## src/rtl/fifo_stream_reader_pkg.sv

```systemverilog
// rtl/fifo_stream_reader_pkg.sv - shared types and helpers for the FIFO stream reader
package fifo_stream_reader_pkg;

  localparam int DEFAULT_DATA_WIDTH = 8;
  localparam int DEFAULT_CNT_WIDTH  = 16;

  // Skid buffer fill level; values double as the occupancy count.
  typedef enum logic [1:0] {
    SKID_EMPTY = 2'd0,
    SKID_ONE   = 2'd1,
    SKID_FULL  = 2'd2
  } skid_occ_e;

  // A new read may issue only if every word already owed to the skid
  // (held + in flight - leaving this cycle) leaves room for one more.
  function automatic logic skid_has_room(input logic [1:0] occ,
                                         input logic       inflight,
                                         input logic       pop);
    logic [2:0] committed;
    logic [2:0] limit;
    committed = {1'b0, occ} + {2'b00, inflight};
    limit     = 3'd2 + {2'b00, pop};
    return committed < limit;
  endfunction

endpackage

```

## src/rtl/fifo_stream_reader_skid_buf2.sv

```systemverilog
// rtl/fifo_stream_reader_skid_buf2.sv - 2-entry in-order register buffer with push/pop/clear
module skid_buf2
  import fifo_stream_reader_pkg::*;
#(
  parameter int DATA_WIDTH = DEFAULT_DATA_WIDTH
) (
  input  logic                  clk,
  input  logic                  rst,
  input  logic                  clear,
  input  logic                  push,
  input  logic [DATA_WIDTH-1:0] push_data,
  input  logic                  pop,
  output logic                  valid,
  output logic [DATA_WIDTH-1:0] data,
  output logic [1:0]            occupancy
);

  logic [DATA_WIDTH-1:0] head_q;
  logic [DATA_WIDTH-1:0] tail_q;
  skid_occ_e             occ_q;

  assign valid     = (occ_q != SKID_EMPTY);
  assign data      = head_q;
  assign occupancy = occ_q;

  // Head/tail shift register; head is only rewritten when it is popped or empty,
  // so a stalled head word stays stable.
  always_ff @(posedge clk) begin
    if (rst) begin
      head_q <= '0;
      tail_q <= '0;
      occ_q  <= SKID_EMPTY;
    end else if (clear) begin
      occ_q <= SKID_EMPTY;
    end else begin
      case ({push, pop})
        2'b10: begin
          case (occ_q)
            SKID_EMPTY: begin
              head_q <= push_data;
              occ_q  <= SKID_ONE;
            end
            SKID_ONE: begin
              tail_q <= push_data;
              occ_q  <= SKID_FULL;
            end
            default: ; // full: upstream issue rule never pushes here
          endcase
        end
        2'b01: begin
          head_q <= tail_q;
          occ_q  <= (occ_q == SKID_FULL) ? SKID_ONE : SKID_EMPTY;
        end
        2'b11: begin
          if (occ_q == SKID_FULL) begin
            head_q <= tail_q;
            tail_q <= push_data;
          end else begin
            head_q <= push_data;
          end
        end
        default: ;
      endcase
    end
  end

endmodule

```

## src/rtl/fifo_stream_reader.sv

```systemverilog
// rtl/fifo_stream_reader.sv - drains a 1-cycle-latency FIFO into a valid/ready stream
module fifo_stream_reader
  import fifo_stream_reader_pkg::*;
#(
  parameter int DATA_WIDTH = DEFAULT_DATA_WIDTH,
  parameter int CNT_WIDTH  = DEFAULT_CNT_WIDTH
) (
  input  logic                  clk,
  input  logic                  rst,
  input  logic                  enable,
  input  logic                  flush_req,
  input  logic                  fifo_empty,
  input  logic [DATA_WIDTH-1:0] fifo_data,
  output logic                  fifo_read,
  output logic                  fifo_flush,
  output logic                  m_valid,
  input  logic                  m_ready,
  output logic [DATA_WIDTH-1:0] m_data,
  output logic [1:0]            occupancy,
  output logic [CNT_WIDTH-1:0]  words_out
);

  logic inflight_q;
  logic pop;
  logic push;

  assign pop = m_valid && m_ready;

  // The word read last cycle lands now; a flush in this cycle discards it.
  assign push = inflight_q && !flush_req;

  // Reset gates both strobes so the FIFO is never touched while in reset.
  assign fifo_read  = !rst && enable && !fifo_empty && !flush_req &&
                      skid_has_room(occupancy, inflight_q, pop);
  assign fifo_flush = !rst && flush_req;

  skid_buf2 #(
    .DATA_WIDTH(DATA_WIDTH)
  ) u_skid (
    .clk       (clk),
    .rst       (rst),
    .clear     (flush_req),
    .push      (push),
    .push_data (fifo_data),
    .pop       (pop),
    .valid     (m_valid),
    .data      (m_data),
    .occupancy (occupancy)
  );

  // Marks the cycle in which the FIFO's read data is valid.
  always_ff @(posedge clk) begin
    if (rst) begin
      inflight_q <= 1'b0;
    end else begin
      inflight_q <= fifo_read;
    end
  end

  // Counts completed beats, including one that completes alongside a flush.
  always_ff @(posedge clk) begin
    if (rst) begin
      words_out <= '0;
    end else if (pop) begin
      words_out <= words_out + {{(CNT_WIDTH-1){1'b0}}, 1'b1};
    end
  end

endmodule

```

## config.mk

```make
export PLATFORM = sky130hd
export DESIGN_NAME = fifo_stream_reader
export DESIGN_NICKNAME = d
export VERILOG_FILES = /design/src/rtl/fifo_stream_reader_pkg.sv /design/src/rtl/fifo_stream_reader_skid_buf2.sv /design/src/rtl/fifo_stream_reader.sv
export SDC_FILE = /design/constraint.sdc
export NUM_CORES = 1
export LEC_CHECK = 0
export ABC_AREA = 0
export CORE_ASPECT_RATIO = 1.2
export CORE_MARGIN = 2
export CORE_UTILIZATION = 35
export DETAILED_ROUTE_END_ITERATION = 10
export GPL_TIMING_DRIVEN = 1
export PLACE_DENSITY = 0.66
export SKIP_LAST_GASP = 1
export SLEW_MARGIN = 20
export SYNTH_ARGS = -nofsm -noshare
export SYNTH_HDL_FRONTEND = slang
export SYNTH_HIERARCHICAL = 1
export SYNTH_SLANG_ARGS = --single-unit
export TNS_END_PERCENT = 20
```

## constraint.sdc

```tcl
create_clock -name clk -period 1.98 [get_ports clk]
set_input_delay 0.297 -clock clk [delete_from_list [all_inputs] [get_ports clk]]
set_output_delay 0.297 -clock clk [all_outputs]
set_load 0.02 [all_outputs]
```

==> results.cfg <==
[sta]
max_slew.worst_pin.slew_ns = 0.386
rsz_0062_raised_after_global_routing = true
worst_slew_margin_rel = 0.742
fin_crit_sh = 0.988
fin_skew_ns = 0.00712
report.final.slew_viol_count = 0
hold_viol = 0
final-setup-viol-count = 0
fmax_mhz = 511
finalCriticalPeriod_ns = 1.96
finalSetupTns_ns = 0

[die]
die_y_um = 78.9
chip_width_um = 66.4
dieArea_mm2 = 0.00523
initial_standard_cell_utilization_of_the_core = 0.361
num_rows = 27
fp.coreArea_mm2 = 0.00453
top_level_ports = 43

[clock_tree]
clock-root-buffer = clkbuf_8
path_clk_slew_ns = 0.07
cts-buffers-inserted = 5
insertion_delay_ns = 0.28
cts.sink_count = 35
ctsHtreeMaxLevel = 2
clk_path_buf_depth = 2
cts_post_setup_buffers_inserted = 0
cts_tree = built
hold_buffers = 0

[worst_hold_path]
hold_path_end = u_skid/data[7]
worst_hold_path_type = reg -> reg
holdCritStartpoint = u_skid/data[7]
hold-path-cell-count = 2

[routing]
wl_mm = 3.62
via_count_normalized_by_instance_count = 4.83
drt_iter0_drc = 87
detailroute.via_count = 1479
first_pass_iters = 4
drc_errors = 0
detail_route.wl_per_cell_um = 11.8
drtAntennaViolNets = 0

[global_route]
groute.layer.met1.usage = 0.186
number_of_antenna_violations_at_the_first_check_in_global_routing = 0
first_pass_grt_wire_length_mm = 5.96
global_route.usage.met2 = 0.233
grt_remaining_overflow = 0
global_route.usage.met3 = 0.0581
number_of_global_route_vias_before_repair = 1312
gr-max-usage-layer = met2
grt_max_degree = 36
grt.total_usage = 0.148

[power]
vdd.ir_drop.worst_v = 0.000399
p_per_area_mw_per_mm2 = 576
total_leakage_power_nw = 0.920

[worst_setup_path]
worst_ep_arrival_time_ns = 1.66
worst_r2r_path_depth = 8
crit_type = reg -> out
worstSetupStartpointType = flop
largest_fanout_of_any_net_on_the_critical_path = 3
origin_of_the_critical_flop_to_flop_path = u_skid/occupancy[0]
reg2reg_slack_ns = 0.03
cp_data_required_time_ns = 1.68
crit_path_end_kind = output pin
r2r_end = u_skid/tail_q[0]

[layout]
finalNonFillerCells = 306
fraction_of_final_layout_cells_sized_beyond_drive_strength_1 = 0.185
fin_nets = 264
final_non_filler_cell_area_mm2 = 0.00237
areaGrowthSynthToFinish_pct = 44.9
num_antenna_cells = 0

[synth]
synth.ff_latch_count = 35
synth-seq-area-share = 0.429
syn_area_per_cell_um2 = 8.88
syn-num-nets = 201
synth.cell_area_mm2 = 0.00163
ys_types = 36
ys.warnings.count = 6
post_synth_inst_count = 184

[placed_design]
hpwlAfterDp_mm = 2.64
number_of_cells_after_detailed_placement = 298
gp_routability_congestion = 0.741
post_dp_cell_area_mm2 = 0.00225
numPortBuffers = 42

[flow_run]
drv.max_cap_violation_count = 0

[run_status]
run_status = completed
==> power breakdown <==
part           internal, mW  switching [mW]
registers             0.706         0.00178
logic                0.0487          0.0395
clock network         0.317           0.252
total                  1.07           0.293
==> kinds of logic after synthesis <==
logic type	Yosys count	share of synthesized area
compound gates	39	0.149
xor+xnor	9	0.0482
fa+ha+maj	3	0.0230
buf+inv	20	0.0605
flops	35	0.429
mux	9	0.0559
simple gates	69	0.234
==> registers in the layout, indices dropped and copies added (netlist names) <==
name and cells:
inflight_q 1, u_skid/data 8, u_skid/occupancy 2, u_skid/tail_q 8
words_out 16
==> critical path, cell delays in order (launching register included) <==
cell and delay [ns]:
dfxtp_4 0.34, ha_1 0.19, ha_1 0.26, o21ai_0 0.09, nor4b_2 0.22, clkdlybuf4s15_2 0.29
==> metrics by stage <==
| step | hold slack [ns] | setup WS [ns] | utilization | power, mW |
|---|---|---|---|---|
| final | 0.469 | 0.0231 | 0.523 | 1.36 |
| after floorplan | 0.366 | -0.000521 | - | 0.758 |
| after CTS | 0.473 | -0.0325 | 0.520 | 1.39 |
| after global routing | 0.503 | -0.0469 | 0.523 | 1.44 |
| after global placement | 0.453 | -0.316 | 0.497 | 0.811 |
| after detailed placement | 0.456 | -0.293 | 0.497 | 0.811 |
==> synthesized netlist by cell type, drive strengths merged <==
master	number	area (µm²)
nand4	4	31.3
a21oi	17	85.1
or4	2	22.5
a221oi	8	70.1
nor3b	2	15.0
nand2	16	62.6
xor2	2	17.5
nand3b	1	7.51
a211o	1	8.76
nor2b	2	12.5
inv	13	48.8
dfxtp	35	701
xnor2	7	61.3
o21a	2	15.0
mux2	1	11.3
nand2b	1	6.26
and2b	1	8.76
o21ai	10	53.8
nand3	4	32.5
nor3	5	25.0
o21bai	1	11.3
buf	4	38.8
mux2i	8	80.1
clkbuf	3	11.3
nor4b	2	17.5
nor4	3	18.8
nor2	17	63.8
ha	3	37.5
or3	7	43.8
or3b	1	8.76
or2	1	6.26
==> per-layer routing <==
layer,part of all wire,up-vias
met4,0.011,0
met1,0.46,667
met2,0.48,33
met5,0,-
li1,-,775
met3,0.045,4
==> cell type report <==
class / count / area (µm²)
Clock buffer: 7 / 96.3
Clock inverter: 1 / 6.26
Fill cell: 455 / 2160
Inverter: 13 / 48.8
Multi-Input combinational cell: 129 / 860
Sequential cell: 35 / 706
Tap cell: 58 / 72.6
Timing Repair Buffer: 63 / 579
==> cell usage in the layout, fill, tap and decap left out, types with 2 or more instances in the layout <==
cell type,instances
o21ai_0,9
nor4_1,3
a221oi_1,8
clkbuf_8,7
nor2b_1,2
nor2_1,17
dfxtp_1,33
nor3_1,5
or4_4,2
a21oi_1,17
clkdlybuf4s50_1,41
ha_1,3
inv_1,12
nand4_1,3
nand3_1,3
mux2i_1,8
xor2_1,2
or3_1,7
nor3b_1,2
nand2_1,14
buf_4,21
o21a_1,2
xnor2_1,7
==> worst max path at each step <==
stage	slack [ns]	endpoint	start	depth (start not counted)
after floorplan	-0.0005	u_skid/tail_q[0]	u_skid/occupancy[0]	9
after global placement	-0.32	fifo_read	m_ready	5
after detailed placement	-0.29	fifo_read	m_ready	5
after CTS	-0.03	fifo_read	u_skid/occupancy[0]	5
after global routing	-0.05	fifo_read	u_skid/occupancy[0]	5
final	0.02	fifo_read	u_skid/occupancy[0]	5
==> repair_timing <==
item	4_1_cts	5_1_grt
pin swaps	0	0
gates resized for setup	5	2
endpoints found under the hold margin	0	0
gates cloned	0	0
setup endpoints to repair	10	17
Power figures use the tool's default switching activity.
